File: config.mk
export PLATFORM = sky130hd
export DESIGN_NAME = fetch_ctrl
export DESIGN_NICKNAME = d
export VERILOG_FILES = /design/src/rtl/fetch_ctrl.sv
export SDC_FILE = /design/constraint.sdc
export NUM_CORES = 1
export LEC_CHECK = 0
export BUFFER_PORTS_ARGS = -buffer_cell sky130_fd_sc_hd__buf_4
export CELL_PAD_IN_SITES_DETAIL_PLACEMENT = 0
export CELL_PAD_IN_SITES_GLOBAL_PLACEMENT = 1
export CORE_ASPECT_RATIO = 0.6
export CORE_MARGIN = 3
export CORE_UTILIZATION = 34
export DETAILED_ROUTE_END_ITERATION = 8
export PLACE_DENSITY = 0.82
export SKIP_LAST_GASP = 1
export SLEW_MARGIN = 10
export SYNTH_ARGS = -nofsm -noshare
export SYNTH_HDL_FRONTEND = slang
export SYNTH_SLANG_ARGS = --single-unit
File: constraint.sdc
create_clock -name clk -period 2.7 [get_ports clk]
set_input_delay 0 -clock clk [delete_from_list [all_inputs] [get_ports clk]]
set_output_delay 0 -clock clk [all_outputs]
set_load 0.05 [all_outputs]
File: src/rtl/fetch_ctrl.sv
// fetch_ctrl: single-outstanding instruction fetch sequencer (BOOT/REQ/RSP/HOLD).
// Optional trap redirect input enabled by defining FETCH_CTRL_TRAP_EN.
module fetch_ctrl #(
  parameter int unsigned BOOT_WAIT = 4
) (
  input  logic        clk,
  input  logic        rst_n,
  input  logic [31:0] pc_out,
  output logic        pc_en,
  output logic        pc_load,
  output logic [31:0] pc_in,
  output logic        imem_req,
  output logic [31:0] imem_addr,
  input  logic        imem_ack,
  input  logic        imem_rvalid,
  input  logic [31:0] imem_rdata,
  output logic        instr_valid,
  output logic [31:0] instr,
  output logic [31:0] instr_pc,
  input  logic        decode_ready,
  input  logic        redirect_valid,
`ifdef FETCH_CTRL_TRAP_EN
  input  logic [31:0] redirect_pc,
  input  logic        trap_valid,
  input  logic [31:0] trap_vec
`else
  input  logic [31:0] redirect_pc
`endif
);

  typedef enum logic [1:0] {
    BOOT,
    REQ,
    RSP,
    HOLD
  } state_t;

  localparam logic [7:0] BootLast = 8'(BOOT_WAIT - 1);

  state_t      state;
  logic [7:0]  boot_cnt;
  logic        pend_v;
  logic        pend_trap;
  logic [31:0] pend_pc;
  logic        drop;
  logic [31:0] req_addr;

  logic        rd_v;
  logic        rd_trap;
  logic [31:0] rd_pc;
  logic        take_new;
  logic        apply;
  logic        kill;
  logic [31:0] tgt;
  logic        unused_lsb;

  // Trap, when present, outranks a plain redirect.
  always_comb begin
`ifdef FETCH_CTRL_TRAP_EN
    rd_v    = redirect_valid | trap_valid;
    rd_trap = trap_valid;
    rd_pc   = trap_valid ? trap_vec : redirect_pc;
`else
    rd_v    = redirect_valid;
    rd_trap = 1'b0;
    rd_pc   = redirect_pc;
`endif
  end

  // A pending trap is never displaced by a plain redirect.
  assign take_new = rd_v && (rd_trap || !pend_trap);
  assign apply    = rd_v || pend_v;
  assign kill     = apply || drop;

  always_comb begin
    pc_en   = 1'b0;
    pc_load = 1'b0;
    tgt     = rd_pc;
    if (rst_n) begin
      unique case (state)
        BOOT: begin
          if (rd_v) begin
            pc_en   = 1'b1;
            pc_load = 1'b1;
          end
        end
        REQ: begin
        end
        RSP: begin
          if (apply) begin
            pc_en   = 1'b1;
            pc_load = 1'b1;
            tgt     = take_new ? rd_pc : pend_pc;
          end
        end
        HOLD: begin
          if (rd_v) begin
            pc_en   = 1'b1;
            pc_load = 1'b1;
          end else if (instr_valid && decode_ready) begin
            pc_en   = 1'b1;
          end
        end
        default: begin
        end
      endcase
    end
  end

  assign pc_in      = {tgt[31:2], 2'b00};
  assign unused_lsb = ^tgt[1:0];
  assign imem_addr  = pc_out;

  always_ff @(posedge clk) begin
    if (!rst_n) begin
      state       <= BOOT;
      boot_cnt    <= 8'd0;
      pend_v      <= 1'b0;
      pend_trap   <= 1'b0;
      pend_pc     <= 32'd0;
      drop        <= 1'b0;
      req_addr    <= 32'd0;
      imem_req    <= 1'b0;
      instr_valid <= 1'b0;
      instr       <= 32'd0;
      instr_pc    <= 32'd0;
    end else begin
      unique case (state)
        BOOT: begin
          if (boot_cnt == BootLast) begin
            state    <= REQ;
            imem_req <= 1'b1;
          end else begin
            boot_cnt <= boot_cnt + 8'd1;
          end
        end
        REQ: begin
          if (take_new) begin
            pend_v    <= 1'b1;
            pend_trap <= rd_trap;
            pend_pc   <= rd_pc;
          end
          if (imem_ack) begin
            state    <= RSP;
            imem_req <= 1'b0;
            req_addr <= pc_out;
          end
        end
        RSP: begin
          if (apply) begin
            pend_v    <= 1'b0;
            pend_trap <= 1'b0;
          end
          if (imem_rvalid) begin
            if (kill) begin
              state    <= REQ;
              imem_req <= 1'b1;
              drop     <= 1'b0;
            end else begin
              state       <= HOLD;
              instr       <= imem_rdata;
              instr_pc    <= req_addr;
              instr_valid <= 1'b1;
            end
          end else if (apply) begin
            drop <= 1'b1;
          end
        end
        HOLD: begin
          if (rd_v || decode_ready) begin
            state       <= REQ;
            instr_valid <= 1'b0;
            imem_req    <= 1'b1;
          end
        end
        default: state <= BOOT;
      endcase
    end
  end

endmodule

==> impl_summary.txt, run 1 <==
----------------------------------------------------
[Critical path]
  Critical path class ... flop to output port
  Worst Reg-to-Reg Cells ... 6
  Cells along the critical path ... inv_1 > ha_1 > nand2_1 > or3_1 > buf_4 > mux2_2 > buf_4
  Count of buffering cells on the critical path with inverters included ... 3
  Crit path top cell by count ... buf_4
  Reg-to-Reg End ... instr_valid
  CP peak stage delay ... roughly 0.41 ns
  Nature of the critical path startpoint ... flop
  Register-to-register setup slack ... about 0.47 ns
  Crit Path Max Fanout ... 30
  Reg-to-reg startpoint ... state[0]
  Data required time at the worst endpoint ... 2.70 ns
  Critical path origin ... state[0]
  Worst Path Arrival ... between 2 and 2.5 ns
  Type of destination of the critical path ... output port
  CP top delay family ... buffers and inverters
  Slowest-stage cell, CP ... dfxtp_1

[Die]
  Vertical die dimension ... between 100 and 150 um
  Number of primary I/O pins ... about 230
  Standard-cell rows ... 36
  Full die area ... around 18000 um^2
  Die W ... roughly 170 um
  Starting utilization of the core area ... roughly a third
  Core area ... 16400 um^2

[Min path]
  Hold Crit Depth ... 4
  Endpoint, Worst Hold ... pend_v
  Worst min-delay path startpoint ... redirect_valid
  Hold crit path type ... primary input to flop

[Logic synthesis]
  Share of the synthesized area in the top cell type ... between 40% and 50%
  Sequential area share after synthesis ... 49.1%
  Ys flop type ... dfxtp_1
  Post-synthesis average cell area ... around 8.1 um^2
  Area of the mapped netlist ... roughly 5700 um^2
  Count of flip-flops with a built-in enable after synthesis ... 0
  Synthesized flop and latch total ... 140
  Count of synthesis-stage warnings from yosys ... 0
  Share of async-settable or async-resettable flops after synthesis ... 0%
  Gate count of the mapped netlist ... about 710
  Count of distinct cell types in the synthesized netlist ... 36
  Library cell occupying the most area in the post-synthesis netlist ... dfxtp_1
  Leading cell types by total area after synthesis ... dfxtp_1 49%, nand2_1 17%, a21oi_1 11%, mux2_2 5.9%, buf_4 4.5%

[Drt]
  Remaining design rule violation count ... 0
  Routed WL ... roughly 17000 um
  Post-DR wirelength/cell ... between 10 and 15 um
  Starting DRC count in detailed routing ... 357
  Met1 Wirelength ... between 8000 and 9000 um
  Via density per instance ... between 4 and 5
  Met3 WL post-DR ... roughly 1100 um
  Antenna viol nets, final ... 0
  DR pass1 iterations ... 4
  Met2 wirelength from detailed routing ... around 7900 um
  Highest metal used ... met4
  Total via count in the routed design ... approximately 5600

[Layout]
  Fin nets ... about 1100
  Fill cell instance count of the final layout ... between 1000 and 1500
  Fraction of final layout cells with drive strength greater than 1 ... about 30%
  Most frequent cells in the layout ... 257 x nand2_1, 239 x buf_4, 140 x dfxtp_1
  Signed area change from the synthesized netlist to the final layout ... 57.2%
  Util after Layout ... a little over half
  Diodes inserted ... 0
  Most common library cell in the layout ignoring fill and taps ... nand2_1

[Place]
  Quantity of I/O buffers inserted on ports ... between 200 and 250
  HPWL reported at the end of detailed placement ... ~11000 um
  RePlAce Congestion ... 0.761

[Global routing]
  Overall global routing resource usage ... about 18%
  Maximum number of pins on one net before global-route repair ... 53
  Global route total overflow ... 0
  Global-route wire length before repair ... 28000 um
  Number of antenna violations at the first check in global routing ... 0
  Via count of the first global-routing pass ... 5524

[STA]
  Setup Total Neg Slack ... 0 ns
  Final hold vios ... 0
  Final setup viols ... 0
  Highest clock rate ... 414 MHz
  Relative slew slack ... between 50% and 60%
  Share of the clock period used by the worst path ... about 89%
  Worst Tran Pin Value ... 0.674 ns
  Hold Slack ... between 0.06 and 0.07 ns
  Max-slew violation count ... 0
  Final setup skew ... 0.0108 ns
  RSZ-0062 raised after global routing ... false
  Minimum clock period ... between 2 and 2.5 ns

[Clock tree]
  Clock latency of the later-clocked register in the worst-skew pair ... between 0.4 and 0.5 ns
  Deepest level of the CTS H-tree ... 4
  Reg clk slew, reported paths ... around 0.07 ns
  CTS Root Buffer Type ... clkbuf_16
  CTS Hold Buffers Added ... 97
  Number of gates given a new drive strength after cts ... 0
  Clock sink total ... 140
  Number of buffers added for setup after CTS ... 0
  TritonCTS clock tree ... done
  Clk buf depth ... 2
  Num CTS Buffers ... 17

[Power and ir drop]
  Cell Int Power ... 4.23 mW
  Switching portion of total power ... approximately 28%
  Share of power burned in registers ... just under 40%
  Peak ir drop on the vdd network ... around 0.35 mV
  Portion of total power attributed to the clock network ... between 40% and 50%
  Leak ... 3.65 nW
  Power share of the combinational group ... 17.9%
  Net switching power of the design ... approximately 1.6 mW
  PD cells ... roughly 650 nW/um^2

[Run status]
  Outcome ... finished clean

[Flow run]
  Max-cap violations ... 0

----------------------------------------------------
tightest hold or removal path, stage by stage:
cell and delay, ns:
buf_4 0.15, mux2i_1 0.08, a2bb2oi_1 0.15, nor2_1 0.05
logic make-up (layout without fill, tap and decap cells):
kind of cell	after synthesis	in the layout	synth area share [%]
compound gates	145	145	13.7
xor+xnor	6	6	0.920
fa+ha+maj	6	6	1.31
buf+inv	92	380	8.77
flops	140	140	49.1
mux	33	33	6.44
other cells	1	2	0.0657
simple gates	285	285	19.7
power by group through the flow:
stage               Combinational, mW  Sequential (mW)  Clock (mW)
floorplan                       0.625             2.32           0
global placement                0.922             2.31           0
detailed placement              0.930             2.31           0
CTS                              1.05             2.27        2.60
global route                     1.15             2.29        2.69
finish                           1.05             2.27        2.53
cell type report:
| class | count | area [um^2] | area share, % |
|---|---|---|---|
| clock inverter | 12 | 185 | 2.06 |
| clock buffer | 20 | 457 | 5.09 |
| tap | 228 | 285 | 3.18 |
| sequential | 140 | 2800 | 31.2 |
| inverter | 11 | 43.8 | 0.488 |
| multi-input combinational | 477 | 2410 | 26.9 |
| timing repair buffer | 337 | 2790 | 31.0 |
per-stage QoR:
step           area [um^2]  instances  setup slack [ns]  total power [mW]
2_1_floorplan         5710        709             0.842              2.94
3_3_place_gp          7360       1096             0.596              3.23
3_5_place_dp          7360       1096             0.496              3.24
4_1_cts               8970       1225             0.266              5.92
5_1_grt               8970       1225             0.107              6.12
6_report              8970       1225             0.284              5.85
registers in the layout (all words and copies together) (netlist names):
| name | flops |
|---|---|
| instr | 32 |
| instr_pc | 32 |
| req_addr | 32 |
| pend_pc | 30 |
| boot_cnt | 8 |
| state | 2 |
| drop | 1 |
| imem_req | 1 |
| instr_valid | 1 |
| pend_v | 1 |
how the worst max path moves through the flow:
| stage | to | slack (ns) | cells past startpoint |
|---|---|---|---|
| 5_1_grt | pc_in[7] | 0.11 | 7 |
| 3_5_place_dp | instr[13] | 0.50 | 7 |
| 2_1_floorplan | state[0] | 0.84 | 5 |
| 3_3_place_gp | instr[2] | 0.60 | 7 |
| 4_1_cts | pc_in[3] | 0.27 | 7 |
| 6_report | pc_in[7] | 0.28 | 7 |
routing by layer:
layer	track usage (%)	vias to the layer above
li1	-	2826
met2	29.7	145
met4	3.64	0
met3	6.03	10
met1	24.4	2569
met5	0	-
Yosys cell counts (2+ instances only):
| library cell | instances |
|---|---|
| a21oi_1 | 131 |
| a221oi_1 | 2 |
| and2_1 | 4 |
| and3_1 | 3 |
| buf_2 | 8 |
| buf_4 | 34 |
| clkbuf_1 | 36 |
| dfxtp_1 | 140 |
| ha_1 | 6 |
| inv_1 | 11 |
| mux2_2 | 30 |
| mux2i_1 | 3 |
| nand2_1 | 258 |
| nand3_1 | 2 |
| nand4_1 | 3 |
| nor2_1 | 10 |
| o21ai_0 | 3 |
| xor2_1 | 6 |
Power figures use the tool's default switching activity.
==> run 2, diff against run 1 <==
CORE_UTILIZATION = 31   (was 34)
CTS_BUF_LIST = sky130_fd_sc_hd__clkbuf_16   (was default)
PLACE_DENSITY = 0.79   (was 0.82)
clock period = 2.1 ns   (was 2.7 ns; I/O delays follow)
==> impl_summary.txt, run 2 (synthesis gave the netlist of run 1 again) <==
----------------------------------------------------
[Run status]
  Outcome ... finished clean (unchanged)

[Clock tree]
  Clock latency of the later-clocked register in the worst-skew pair ... 0.40 ns (was 0.41 ns)
  Reg clk slew, reported paths ... 0.06 ns (was 0.07 ns)
  Clock sink total ... 140 (unchanged)
  TritonCTS clock tree ... done (unchanged)
  Num CTS Buffers ... 17 (unchanged)
  Deepest level of the CTS H-tree ... 4 (unchanged)
  CTS Root Buffer Type ... clkbuf_16 (unchanged)
  Clk buf depth ... 2 (unchanged)

[Drt]
  Total via count in the routed design ... 5541 (was 5550)
  DR pass1 iterations ... 4 (unchanged)
  Via density per instance ... 4.47 (was 4.53)
  Met2 wirelength from detailed routing ... 7800 um (was 7890 um)
  Starting DRC count in detailed routing ... 350 (was 357)
  Remaining design rule violation count ... 0 (unchanged)
  Met1 Wirelength ... 8660 um (was 8150 um)
  Routed WL ... 17900 um (was 17200 um)
  Post-DR wirelength/cell ... 14.4 um (was 14.1 um)
  Highest metal used ... met4 (unchanged)
  Antenna viol nets, final ... 0 (unchanged)
  Met3 WL post-DR ... 1150 um (was 1080 um)

[Min path]
  Hold crit path type ... primary input to flop (unchanged)
  Worst min-delay path startpoint ... redirect_valid (unchanged)
  Endpoint, Worst Hold ... instr_valid (was pend_v)
  Hold Crit Depth ... 4 (unchanged)

[Layout]
  Diodes inserted ... 0 (unchanged)
  Post-layout instance count excluding filler cells ... 1240 (was 1225)
  Fin nets ... 1102 (was 1092)
  Signed area change from the synthesized netlist to the final layout ... 62.4% (was 57.2%)
  Most common library cell in the layout ignoring fill and taps ... nand2_1 (unchanged)
  Util after Layout ... 52.7% (was 54.9%)
  Most frequent cells in the layout ... 256 x nand2_1, 214 x buf_4, 138 x dfxtp_1 (was 257 x nand2_1, 239 x buf_4, 140 x dfxtp_1)
  Finished Cell Area ... 9270 um^2 (was 8970 um^2)
  Largest registers ... instr (32), instr_pc (32), req_addr (32) (unchanged)
  Fraction of final layout cells with drive strength greater than 1 ... 32.0% (was 30.9%)
  Fill cell instance count of the final layout ... 1653 (was 1480)

[Critical path]
  Register-to-register setup slack ... 0.19 ns (was 0.47 ns)
  Type of destination of the critical path ... output port (unchanged)
  Reg-to-reg startpoint ... state[0] (unchanged)
  Worst Reg-to-Reg Cells ... 8 (was 6)
  Data required time at the worst endpoint ... 2.10 ns (was 2.70 ns)
  Critical path class ... flop to output port (unchanged)
  Worst Path Arrival ... 2.08 ns (was 2.42 ns)
  Nature of the critical path startpoint ... flop (unchanged)
  Reg-to-Reg End ... instr[9] (was instr_valid)
  Crit Path Max Fanout ... 8 (was 30)

[STA]
  RSZ-0062 raised after global routing ... true (was false)
  Minimum clock period ... a little over 2 ns
  Final setup skew ... 0.0119 ns (was 0.0108 ns)
  Final hold vios ... 0 (unchanged)
  Highest clock rate ... just under 500 MHz
  Max-slew violation count ... 0 (unchanged)
  Final critical-path setup slack ... 0.0242 ns (was 0.284 ns)
  Share of the clock period used by the worst path ... between 90% and 100%
  Worst Tran Pin Value ... 0.742 ns (was 0.674 ns)
  Setup Total Neg Slack ... 0 ns (unchanged)
  Final setup viols ... 0 (unchanged)
  Hold Slack ... 0.0826 ns (was 0.0665 ns)
  Relative slew slack ... 50.6% (was 55.1%)

[Place]
  Quantity of I/O buffers inserted on ports ... 229 (unchanged)
  RePlAce Congestion ... 0.760 (was 0.761)
  Minimum setup slack after placement ... 0.138 ns (was 0.496 ns)
  HPWL reported at the end of detailed placement ... 11100 um (about the same)
  Number of placed cells counting well taps ... 1107 (was 1096)
  Cell Area, Placed ... 7450 um^2 (was 7360 um^2)

[Power and ir drop]
  Leak ... 3.79 nW (was 3.65 nW)
  Net switching power of the design ... 2.11 mW (was 1.61 mW)
  Switching portion of total power ... 27.9% (was 27.6%)
  Cell Int Power ... 5.45 mW (was 4.23 mW)
  Power share of the combinational group ... 19.2% (was 17.9%)
  Share of power burned in registers ... 38.7% (was 38.8%)
  PD cells ... 814 nW/um^2 (was 652 nW/um^2)
  Peak ir drop on the vdd network ... 0.521 mV (was 0.355 mV)
  Portion of total power attributed to the clock network ... 42.1% (was 43.3%)
  PnR Total Power ... 7.55 mW (was 5.85 mW)

[Global routing]
  Number of antenna violations at the first check in global routing ... 0 (unchanged)
  Overall global routing resource usage ... 17.3% (was 18.5%)
  Via count of the first global-routing pass ... 5550 (was 5524)
  Global route total overflow ... 0 (unchanged)
  Maximum number of pins on one net before global-route repair ... 140 (was 53)
  Global-route wire length before repair ... 28700 um (was 28000 um)

[Die]
  Starting utilization of the core area ... 32.5% (was 34.9%)
  Number of primary I/O pins ... 234 (unchanged)
  Vertical die dimension ... 111 um (was 106 um)
  Standard-cell rows ... 37 (was 36)
  Core area ... 17600 um^2 (was 16400 um^2)
  Die W ... 181 um (was 173 um)
  Full die area ... 20100 um^2 (was 18400 um^2)

[Flow run]
  Max-cap violations ... 0 (unchanged)

----------------------------------------------------
[run 2: per-layer routing]
metal  track usage [%]  vias to the layer above
met4              3.96                        0
li1                  -                     2840
met5                 0                        -
met2              26.5                      156
met1              23.9                     2527
met3              5.31                       18
[run 2: worst max path at each step]
| stage | slack (ns) | endpoint | cells after the start | from |
|---|---|---|---|---|
| 4_1_cts | -0.01 | pc_in[7] | 7 | state[0] |
| 3_5_place_dp | 0.14 | instr[4] | 7 | state[0] |
| 5_1_grt | -0.05 | pc_in[7] | 7 | state[0] |
| 6_report | 0.02 | pc_in[7] | 7 | state[0] |
| 3_3_place_gp | 0.23 | instr[13] | 7 | state[0] |
| 2_1_floorplan | 0.24 | state[0] | 5 | boot_cnt[0] |
[run 2: layout make-up]
cell class | count | area [um^2] | share of cell area, %
timing repair buffer | 347 | 3070 | 33.1
sequential | 140 | 2810 | 30.3
multi-input combinational | 477 | 2440 | 26.3
clock buffer | 17 | 425 | 4.59
tap | 234 | 293 | 3.16
clock inverter | 14 | 194 | 2.09
inverter | 11 | 46.3 | 0.499
[run 2: critical path, cell delays in order (launching register included)]
cell and delay (ns):
dfxtp_4 0.35, inv_4 0.06, ha_4 0.13, nand2_2 0.06
or3_4 0.42, buf_12 0.18, mux2_2 0.28, buf_4 0.19
[run 2: repair_timing]
item | CTS | global route
hold buffers | 97 | 0
resized for setup | 29 | 15
buffers inserted | 3 | 0
setup endpoints to repair | 30 | 31
endpoints found under the hold margin | 97 | 0
gates cloned | 2 | 0
[run 2: power groups by stage]
stage | Sequential (mW) | Clock [mW] | Combinational (mW)
6_report | 2.92 | 3.18 | 1.45
3_5_place_dp | 2.97 | 0 | 1.25
3_3_place_gp | 2.97 | 0 | 1.24
4_1_cts | 2.92 | 3.29 | 1.45
2_1_floorplan | 2.98 | 0 | 0.804
5_1_grt | 2.94 | 3.40 | 1.58
==> run 3, diff against run 2 <==
CELL_PAD_IN_SITES_DETAIL_PLACEMENT = default   (was 0)
CELL_PAD_IN_SITES_GLOBAL_PLACEMENT = default   (was 1)
CORE_UTILIZATION = 43   (was 31)
HOLD_SLACK_MARGIN = 0.02   (was default)
PLACE_DENSITY = 0.77   (was 0.79)
==> impl_summary.txt, run 3 (synthesis gave the netlist of run 1 again) <==
----------------------------------------------------
[STA]
  Share of the clock period used by the worst path ... 102% (was 98.8%)
  Worst Tran Pin Value ... 0.683 ns (was 0.742 ns)
  Relative slew slack ... 54.5% (was 50.6%)
  Minimum clock period ... 2.13 ns (was 2.08 ns)
  Max-slew violation count ... 0 (unchanged)
  Final setup viols ... 24 (was 0)
  Highest clock rate ... 468 MHz (was 482 MHz)
  Final setup skew ... 0.0113 ns (was 0.0119 ns)
  RSZ-0062 raised after global routing ... true (unchanged)
  Hold Slack ... 0.0781 ns (was 0.0826 ns)
  Final critical-path setup slack ... -0.0348 ns (was 0.0242 ns)
  Final hold vios ... 0 (unchanged)

[Drt]
  Starting DRC count in detailed routing ... 351 (was 350)
  Routed WL ... 18600 um (was 17900 um)
  Total via count in the routed design ... 5861 (was 5541)
  Antenna viol nets, final ... 0 (unchanged)
  Remaining design rule violation count ... 0 (unchanged)
  DR pass1 iterations ... 4 (unchanged)
  Post-DR wirelength/cell ... 15.8 um (was 14.4 um)
  Via density per instance ... 4.99 (was 4.47)

[Critical path]
  Reg-to-Reg End ... state[0] (was instr[9])
  Data required time at the worst endpoint ... 2.10 ns (about the same)
  Critical path origin ... state[0] (unchanged)
  Crit Path Max Fanout ... 8 (unchanged)
  Reg-to-reg startpoint ... boot_cnt[0] (was state[0])
  Worst Reg-to-Reg Cells ... 6 (was 8)
  Critical path class ... flop to output port (unchanged)
  Type of destination of the critical path ... output port (unchanged)
  Nature of the critical path startpoint ... flop (unchanged)
  Worst Path Arrival ... 2.13 ns (was 2.08 ns)
  Register-to-register setup slack ... 0.13 ns (was 0.19 ns)

[Min path]
  Worst min-delay path startpoint ... redirect_valid (unchanged)
  Endpoint, Worst Hold ... instr_valid (unchanged)
  Hold Crit Depth ... 4 (unchanged)
  Hold crit path type ... primary input to flop (unchanged)

[Global routing]
  Maximum number of pins on one net before global-route repair ... 69 (was 140)
  Number of antenna violations at the first check in global routing ... 0 (unchanged)
  Via count of the first global-routing pass ... 5859 (was 5550)
  Global route total overflow ... 0 (unchanged)
  Overall global routing resource usage ... 24.2% (was 17.3%)
  Global-route wire length before repair ... 28900 um (was 28700 um)

[Die]
  Standard-cell rows ... 31 (was 37)
  Number of primary I/O pins ... 234 (unchanged)
  Vertical die dimension ... 95.3 um (was 111 um)
  Full die area ... 14700 um^2 (was 20100 um^2)
  Core area ... 12500 um^2 (was 17600 um^2)
  Die W ... 155 um (was 181 um)
  Starting utilization of the core area ... 45.7% (was 32.5%)

[Run status]
  Outcome ... finished, violations left (was finished clean)
  Failing checks ... setup timing

[Place]
  RePlAce Congestion ... 0.777 (was 0.760)
  HPWL reported at the end of detailed placement ... 10600 um (was 11100 um)
  Number of placed cells counting well taps ... 1037 (was 1107)
  Quantity of I/O buffers inserted on ports ... 229 (unchanged)

[Clock tree]
  Num CTS Buffers ... 17 (unchanged)
  Reg clk slew, reported paths ... 0.06 ns (about the same)
  Clock latency of the later-clocked register in the worst-skew pair ... 0.41 ns (was 0.40 ns)
  Clock sink total ... 140 (unchanged)
  Clk buf depth ... 2 (unchanged)
  Deepest level of the CTS H-tree ... 4 (unchanged)
  CTS Root Buffer Type ... clkbuf_16 (unchanged)
  TritonCTS clock tree ... done (unchanged)

[Layout]
  Post-layout instance count excluding filler cells ... 1174 (was 1240)
  Fraction of final layout cells with drive strength greater than 1 ... 32.1% (was 32.0%)
  Most frequent cells in the layout ... 256 x nand2_1, 217 x buf_4, 138 x dfxtp_1 (was 256 x nand2_1, 214 x buf_4, 138 x dfxtp_1)
  Fill cell instance count of the final layout ... 899 (was 1653)
  FF+latch area ... 2810 um^2 (unchanged)
  Most common library cell in the layout ignoring fill and taps ... nand2_1 (unchanged)
  Util after Layout ... 73.5% (was 52.7%)
  Signed area change from the synthesized netlist to the final layout ... 60.8% (was 62.4%)
  Area used by multi-input combinational logic ... 2440 um^2 (unchanged)
  Fin nets ... 1104 (was 1102)
  Largest registers ... instr (32), instr_pc (32), req_addr (32) (unchanged)

[Power and ir drop]
  Leak ... 3.80 nW (was 3.79 nW)
  Peak ir drop on the vdd network ... 0.509 mV (was 0.521 mV)
  PD cells ... 820 nW/um^2 (was 814 nW/um^2)
  PnR Total Power ... 7.53 mW (was 7.55 mW)

[Flow run]
  Max-cap violations ... 0 (unchanged)

----------------------------------------------------
==> run 3: changes by cell type in the layout (fill, tap and decap cells not counted), sizes merged <==
| cell | previous run | this run |
|---|---|---|
| clkinv | 2 | 1 |
| inv | 16 | 17 |
| clkbuf | 17 | 18 |
| buf | 250 | 251 |
| diode | 0 | 1 |
==> run 3: how the worst max path moves through the flow <==
stage | end | slack (ns) | cells after the start
2_1_floorplan | state[0] | 0.24 | 5
3_3_place_gp | instr_valid | 0.21 | 6
3_5_place_dp | state[0] | 0.18 | 6
4_1_cts | pc_in[2] | -0.03 | 7
5_1_grt | pc_in[21] | -0.1 | 7
6_report | pc_in[21] | -0.03 | 7
==> run 3: repair_timing <==
action / CTS / global route
setup buffers: 0 / 6
endpoints found under the hold margin: 100 / 0
pin swaps: 0 / 2
gates cloned: 1 / 1
gates resized for setup: 37 / 10
hold buffers: 97 / 0
setup endpoints to repair: 30 / 30
==> run 3: critical path, cell delays in order, from the launching register on <==
cell and delay, ns:
dfxtp_4 0.36, inv_4 0.06, ha_4 0.14, nand2_2 0.06
or3_4 0.45, buf_16 0.17, mux2_4 0.32, buf_8 0.15
==> run 3: area by class of cell <==
type	count	share of cell area, %
Clock buffer	17	4.63
Timing Repair Buffer	349	33.3
Antenna cell	1	0.0273
Tap cell	165	2.25
Inverter	11	0.504
Clock inverter	14	2.11
Sequential cell	140	30.6
Multi-Input combinational cell	477	26.6
==> run 3: per-stage QoR <==
step                      setup TNS, ns  cell area (um^2)  setup slack (ns)
final                            -0.224              9180           -0.0348
after global routing              -2.18              9180           -0.0970
after CTS                       -0.0618              9080           -0.0310
after detailed placement              0              7320             0.181
after global placement                0              7320             0.212
after floorplan                       0              5710             0.242
==> run 3: power by group <==
group / switching, mW / internal [mW] / total [mW]
sequential: 0.104 / 2.82 / 2.93
combinational: 0.830 / 0.614 / 1.44
clock: 1.17 / 1.99 / 3.16
==> run 3: per-layer routing <==
layer  routed length, um  vias up  GRT usage [%]  share of wire (%)
li1                    -     2854              -                  -
met5                   0        -              0                  0
met2                8950      238           41.4                 48
met4                 369        0           7.57                2.0
met3                1370       37           8.25                7.4
met1                7870     2732           29.1                 42
